## config.mk

```make
export PLATFORM = sky130hd
export DESIGN_NAME = dmem_arbiter
export DESIGN_NICKNAME = d
export VERILOG_FILES = /design/src/rtl/dmem_arbiter.sv
export SDC_FILE = /design/constraint.sdc
export NUM_CORES = 1
export LEC_CHECK = 0
export CAP_MARGIN = 0
export CORE_ASPECT_RATIO = 1.4
export CORE_MARGIN = 5
export CORE_UTILIZATION = 32
export DETAILED_ROUTE_END_ITERATION = 6
export PLACE_DENSITY = 0.84
export SKIP_CTS_REPAIR_TIMING = 1
export SLEW_MARGIN = 20
export SYNTH_ARGS = -nofsm -noshare
export SYNTH_HDL_FRONTEND = slang
export SYNTH_SLANG_ARGS = --single-unit
export TNS_END_PERCENT = 50
```

## constraint.sdc

```tcl
create_clock -name Clk -period 1.56 [get_ports Clk]
set_input_delay 0.234 -clock Clk [delete_from_list [all_inputs] [get_ports Clk]]
set_output_delay 0.234 -clock Clk [all_outputs]
set_load 0.02 [all_outputs]
```

## src/rtl/dmem_arbiter.sv

```systemverilog
// Round-robin arbiter sharing one single-port 256x8 data memory between the core (0)
// and the block loader (1), with a bounded lock for back-to-back bursts.
module dmem_arbiter #(
  parameter int MAX_LOCK = 16
) (
  input  logic       Clk,
  input  logic       Reset,
  input  logic       Req0,
  input  logic       Req1,
  input  logic       We0,
  input  logic       We1,
  input  logic       Lock0,
  input  logic       Lock1,
  input  logic [7:0] Addr0,
  input  logic [7:0] Addr1,
  input  logic [7:0] Wdata0,
  input  logic [7:0] Wdata1,
  output logic       Gnt0,
  output logic       Gnt1,
  output logic [7:0] Rdata0,
  output logic [7:0] Rdata1,
  output logic       Rvalid0,
  output logic       Rvalid1,
  output logic       MemWriteEn,
  output logic [7:0] MemAddress,
  output logic [7:0] MemDataIn,
  input  logic [7:0] MemDataOut,
  output logic       Busy
);

  typedef enum logic [1:0] {IDLE, OWN0, OWN1} state_e;

  localparam logic [7:0] LOCK_LAST = 8'(MAX_LOCK - 1);
  localparam bit         LOCK_EN   = (MAX_LOCK > 1);

  state_e     state_q, state_d;
  logic       last_gnt_q, last_gnt_d;
  logic [7:0] lock_cnt_q, lock_cnt_d;
  logic [7:0] rdata0_q, rdata0_d, rdata1_q, rdata1_d;
  logic       rvalid0_q, rvalid0_d, rvalid1_q, rvalid1_d;

  logic       gnt0, gnt1, granted, g_lock;

  // In IDLE a contended cycle goes to whoever was not granted last.
  always_comb begin
    gnt0 = 1'b0;
    gnt1 = 1'b0;
    if (Reset) begin
      case (state_q)
        IDLE: begin
          gnt0 = Req0 && (!Req1 || last_gnt_q);
          gnt1 = Req1 && (!Req0 || !last_gnt_q);
        end
        OWN0:    gnt0 = Req0;
        OWN1:    gnt1 = Req1;
        default: ;
      endcase
    end
  end

  assign granted = gnt0 || gnt1;
  assign g_lock  = gnt1 ? Lock1 : (gnt0 && Lock0);

  always_comb begin
    MemWriteEn = 1'b0;
    MemAddress = 8'h00;
    MemDataIn  = 8'h00;
    if (gnt0) begin
      MemWriteEn = We0;
      MemAddress = Addr0;
      MemDataIn  = Wdata0;
    end else if (gnt1) begin
      MemWriteEn = We1;
      MemAddress = Addr1;
      MemDataIn  = Wdata1;
    end
  end

  always_comb begin
    state_d    = state_q;
    lock_cnt_d = lock_cnt_q;
    last_gnt_d = last_gnt_q;
    if (gnt0) last_gnt_d = 1'b0;
    else if (gnt1) last_gnt_d = 1'b1;

    rvalid0_d = gnt0 && !We0;
    rvalid1_d = gnt1 && !We1;
    rdata0_d  = rvalid0_d ? MemDataOut : rdata0_q;
    rdata1_d  = rvalid1_d ? MemDataOut : rdata1_q;

    case (state_q)
      IDLE: begin
        lock_cnt_d = 8'd0;
        if (granted && g_lock && LOCK_EN) begin
          state_d    = gnt1 ? OWN1 : OWN0;
          lock_cnt_d = 8'd1;
        end
      end
      default: begin
        // A dropped request, an unlocked beat or an exhausted budget all release.
        if (!granted || !g_lock || (lock_cnt_q == LOCK_LAST)) begin
          state_d    = IDLE;
          lock_cnt_d = 8'd0;
        end else begin
          lock_cnt_d = lock_cnt_q + 8'd1;
        end
      end
    endcase
  end

  always_ff @(posedge Clk) begin
    if (!Reset) begin
      state_q    <= IDLE;
      last_gnt_q <= 1'b1;
      lock_cnt_q <= 8'd0;
      rdata0_q   <= 8'h00;
      rdata1_q   <= 8'h00;
      rvalid0_q  <= 1'b0;
      rvalid1_q  <= 1'b0;
    end else begin
      state_q    <= state_d;
      last_gnt_q <= last_gnt_d;
      lock_cnt_q <= lock_cnt_d;
      rdata0_q   <= rdata0_d;
      rdata1_q   <= rdata1_d;
      rvalid0_q  <= rvalid0_d;
      rvalid1_q  <= rvalid1_d;
    end
  end

  assign Gnt0    = gnt0;
  assign Gnt1    = gnt1;
  assign Rdata0  = rdata0_q;
  assign Rdata1  = rdata1_q;
  assign Rvalid0 = rvalid0_q;
  assign Rvalid1 = rvalid1_q;
  assign Busy    = (state_q != IDLE);

endmodule

```

==> run summary, run 1 <==
run status: finished with violations
violations in the final reports: setup timing
count of endpoints failing setup in the final report: 19
portion of the post-synthesis area used by sequential elements: 45.76%
number of buffers between clock root and the deepest sink: 2
clock sink count: 29
I/O Pins: 86
critical path's top delay family: simple AND/OR/NAND/NOR gates
antenna-violating nets left: 0
power per unit of standard cell area: 793.0 mW/mm^2
post-synthesis average cell area: 8.935 um^2
number of design-rule violations left by the first detailed-router iteration: 31
final critical-path required period: 1.971 ns
maximum single-stage delay on the critical path: 0.41 ns
root cell of the clock tree: sky130_fd_sc_hd__clkbuf_8
grt total ovfl: 0
share of the synthesized netlist area taken by xor and xnor gates: 4.142%
crit path launch type: register
Netlist Area Pre-Place: 0.001269 mm^2
area added between synthesis and finish: 104.6%
simple-gate share of the synthesized area: 21.10%
multiplexer share of the synthesized area: 0%
Worst Max-Slew Pin Slew: 0.2918 ns
global-route wire length before repair: 6.582 mm
die width: 63.22 um
setup slack after placement: -0.8040 ns
final period utilization: 126.3%
share of layout cells above drive strength 1: 22.98%
share of the core filled with cells: 66.83%
DRC viols: 0
Worst Reg2Reg Path Length in Cells: 6
commonest register cell after synthesis: sky130_fd_sc_hd__dfxtp_1
total power draw: 2059 uW
most common cell after layout, fill and taps aside: sky130_fd_sc_hd__clkdlybuf4s50_1
Port Buffer Count: 85
number of register bits inferred by synthesis: 29
post-layout worst setup margin: -0.4109 ns
diode insertion count for antenna repair: 0
most frequent cells in the layout: sky130_fd_sc_hd__clkdlybuf4s50_1 (63), sky130_fd_sc_hd__dfxtp_1 (28), sky130_fd_sc_hd__nand3_1 (18), sky130_fd_sc_hd__buf_4 (18), sky130_fd_sc_hd__o21ai_0 (17)
DP HPWL: 3.245 mm
number of standard cells after synthesis: 142
Syn Nets: 191
Floorplan Core Area: 0.003885 mm^2
detailed-routing iteration count for the pre-antenna-repair pass: 4
Max FO, Critical Path: 6
starting density of the core: 32.66%
critical path class: reg2out
total global-route track usage: 15.26%
hold violation total from the final report: 0
TritonCTS clock tree: built
worst slack on hold paths: 0.4633 ns
Synth Area in Compound Gates: 22.49%
number of max-slew violations in the final report: 0
number of global-route vias before repair: 1393
Min-Delay Path Class: in2reg
number of H-tree levels: 2
# Max-Cap Violations: 0
DR vias/cell: 4.976
critical path required time: 1.33 ns
Skew-Pair Late Insertion Delay: 0.27 ns
critical path's slowest cell: sky130_fd_sc_hd__or3b_4
unrepaired setup endpoints after global routing: yes
number of logic stages on the critical path including buffering: 5
vertical die dimension: 84.50 um
count of buffer and inverter cells on the critical path: 2
gp weighted congestion: 0.7342
TritonCTS Buffers: 5
capturing element type of the critical path: output pin
Synth async-reset ratio: 0%
highest attainable clock frequency: 507.4 MHz
Synth cell types: 28
number of fill cells in the layout: 304
largest net degree at the start of global routing: 30
largest family of logic cells by synthesized area: compound AO/OA/AOI/OAI gates
Detailed Route WL: 4.443 mm
Total Die Area: 0.005342 mm^2
Max Clock Skew: 0.002401 ns
Worst IR Drop VDD: 0.9130 mV
overall via count from detail_route: 1448
YS warnings: 0
Hold Path Stages: 3
Static Leakage: 0.001188 uW
net total in the final layout: 296
Adder-Cell Fraction of Synth Area: 0.9862%
worst slew margin relative to its limit: 80.52%
count of flip-flops with a built-in enable after synthesis: 0
count of standard-cell rows: 27
initial antenna violation count: 0
Worst EP arrival: 1.74 ns
clk slew on worst S/H paths: 0.06 ns
ordered list of cells on the worst path: or3b_4, and3_4, buf_12, a22o_4, buf_6
wire per inst: 15.27 um
==> final cells by class <==
type                            instances  area (um^2)  area share (%)
Timing Repair Buffer                  107         1114           42.89
Multi-Input combinational cell        101        719.4           27.71
Clock inverter                          1        30.03           1.157
Clock buffer                            7        86.33           3.325
Sequential cell                        29        581.8           22.41
Inverter                                3        11.26          0.4337
Tap cell                               43        53.80           2.072
==> Yosys cell counts (2+ instances only) <==
| master | count | area share [%] |
|---|---|---|
| sky130_fd_sc_hd__xnor2_1 | 2 | 1.4 |
| sky130_fd_sc_hd__dfxtp_1 | 29 | 46 |
| sky130_fd_sc_hd__o2bb2ai_1 | 2 | 1.4 |
| sky130_fd_sc_hd__nand3_1 | 18 | 7.1 |
| sky130_fd_sc_hd__a22o_1 | 17 | 12 |
| sky130_fd_sc_hd__o21ai_0 | 17 | 6.7 |
| sky130_fd_sc_hd__nor2b_1 | 2 | 0.99 |
| sky130_fd_sc_hd__nor2_1 | 8 | 2.4 |
| sky130_fd_sc_hd__inv_1 | 3 | 0.89 |
| sky130_fd_sc_hd__xor2_1 | 4 | 2.8 |
| sky130_fd_sc_hd__clkbuf_1 | 2 | 0.59 |
| sky130_fd_sc_hd__buf_2 | 5 | 2.0 |
| sky130_fd_sc_hd__nand4b_1 | 2 | 1.4 |
| sky130_fd_sc_hd__nand4_1 | 3 | 1.5 |
| sky130_fd_sc_hd__and3_1 | 3 | 1.5 |
| sky130_fd_sc_hd__nand2_1 | 12 | 3.6 |
| sky130_fd_sc_hd__buf_6 | 2 | 1.8 |
==> kinds of logic after synthesis <==
family / Yosys count
AND/OR/NAND/NOR: 52
XOR/XNOR: 6
adder cells (fa/ha/maj): 1
buffers and inverters: 13
flip-flops: 29
AO/OA/AOI/OAI: 41
==> power breakdown <==
part | switching, uW | internal [uW] | total (uW) | leakage, uW
combinational | 203 | 298 | 501 | 0.000894
sequential | 10.7 | 762 | 772 | 0.000236
clock | 265 | 520 | 785 | 0.0000585
==> through the flow <==
stage,TNS [ns],cell area [um^2],instances
2_1_floorplan,-0.5536,1363,142
3_3_place_gp,-18.53,2360,278
3_5_place_dp,-19.79,2360,278
4_1_cts,-15.02,2476,286
5_1_grt,-7.833,2596,291
6_report,-6.830,2596,291
==> per-layer routing <==
layer | GRT usage, % | up-vias | routed length, um
met5 | 0 | - | 0
met4 | 4.726 | 0 | 48
met3 | 5.087 | 6 | 250
met2 | 27.26 | 42 | 2416
met1 | 16.82 | 671 | 1729
li1 | - | 729 | -
==> worst min-delay path, stage by stage <==
cell and delay (ns):
sky130_fd_sc_hd__dlymetal6s2s_1 0.21, sky130_fd_sc_hd__buf_12 0.20, sky130_fd_sc_hd__nand2_1 0.06
==> path summary, 6_finish.rpt <==
| check | start | end | slack [ns] |
|---|---|---|---|
| max | state_q[0]$_SDFFE_PN0P_ | MemAddress[5] | -0.41 |
| min | Reset | last_gnt_q$_SDFFE_PN1P_ | 0.46 |
| max reg2reg | state_q[0]$_SDFFE_PN0P_ | lock_cnt_q[2]$_SDFF_PP0_ | 0.10 |
| min reg2reg | Rdata1[7]$_SDFFE_PN0P_ | Rdata1[7]$_SDFFE_PN0P_ | 0.47 |
==> registers in the layout, summed over array words and instances, names as in the netlist <==
register    flops
Rdata1          8
state_q         2
Rdata0          8
Rvalid0         1
Rvalid1         1
lock_cnt_q      8
last_gnt_q      1
Note: power is estimated with default switching activity, not from simulation.
==> inputs of run 2 (changes only) <==
--- a/config.mk
+++ b/config.mk
@@ -10,6 +10,7 @@
 export CORE_MARGIN = 5
 export CORE_UTILIZATION = 32
 export DETAILED_ROUTE_END_ITERATION = 6
+export GPL_TIMING_DRIVEN = 1
 export PLACE_DENSITY = 0.84
 export SKIP_CTS_REPAIR_TIMING = 1
 export SLEW_MARGIN = 20
==> results of run 2 <==
The final DEF is identical to that of run 1; final timing and power are the same.
==> inputs of run 3 (changes only) <==
--- a/config.mk
+++ b/config.mk
@@ -11,6 +11,7 @@
 export CORE_UTILIZATION = 32
 export DETAILED_ROUTE_END_ITERATION = 6
 export GPL_TIMING_DRIVEN = 1
+export HOLD_SLACK_MARGIN = 0.1
 export PLACE_DENSITY = 0.84
 export SKIP_CTS_REPAIR_TIMING = 1
 export SLEW_MARGIN = 20
==> results of run 3 <==
The final DEF is identical to that of run 1; final timing and power are the same.
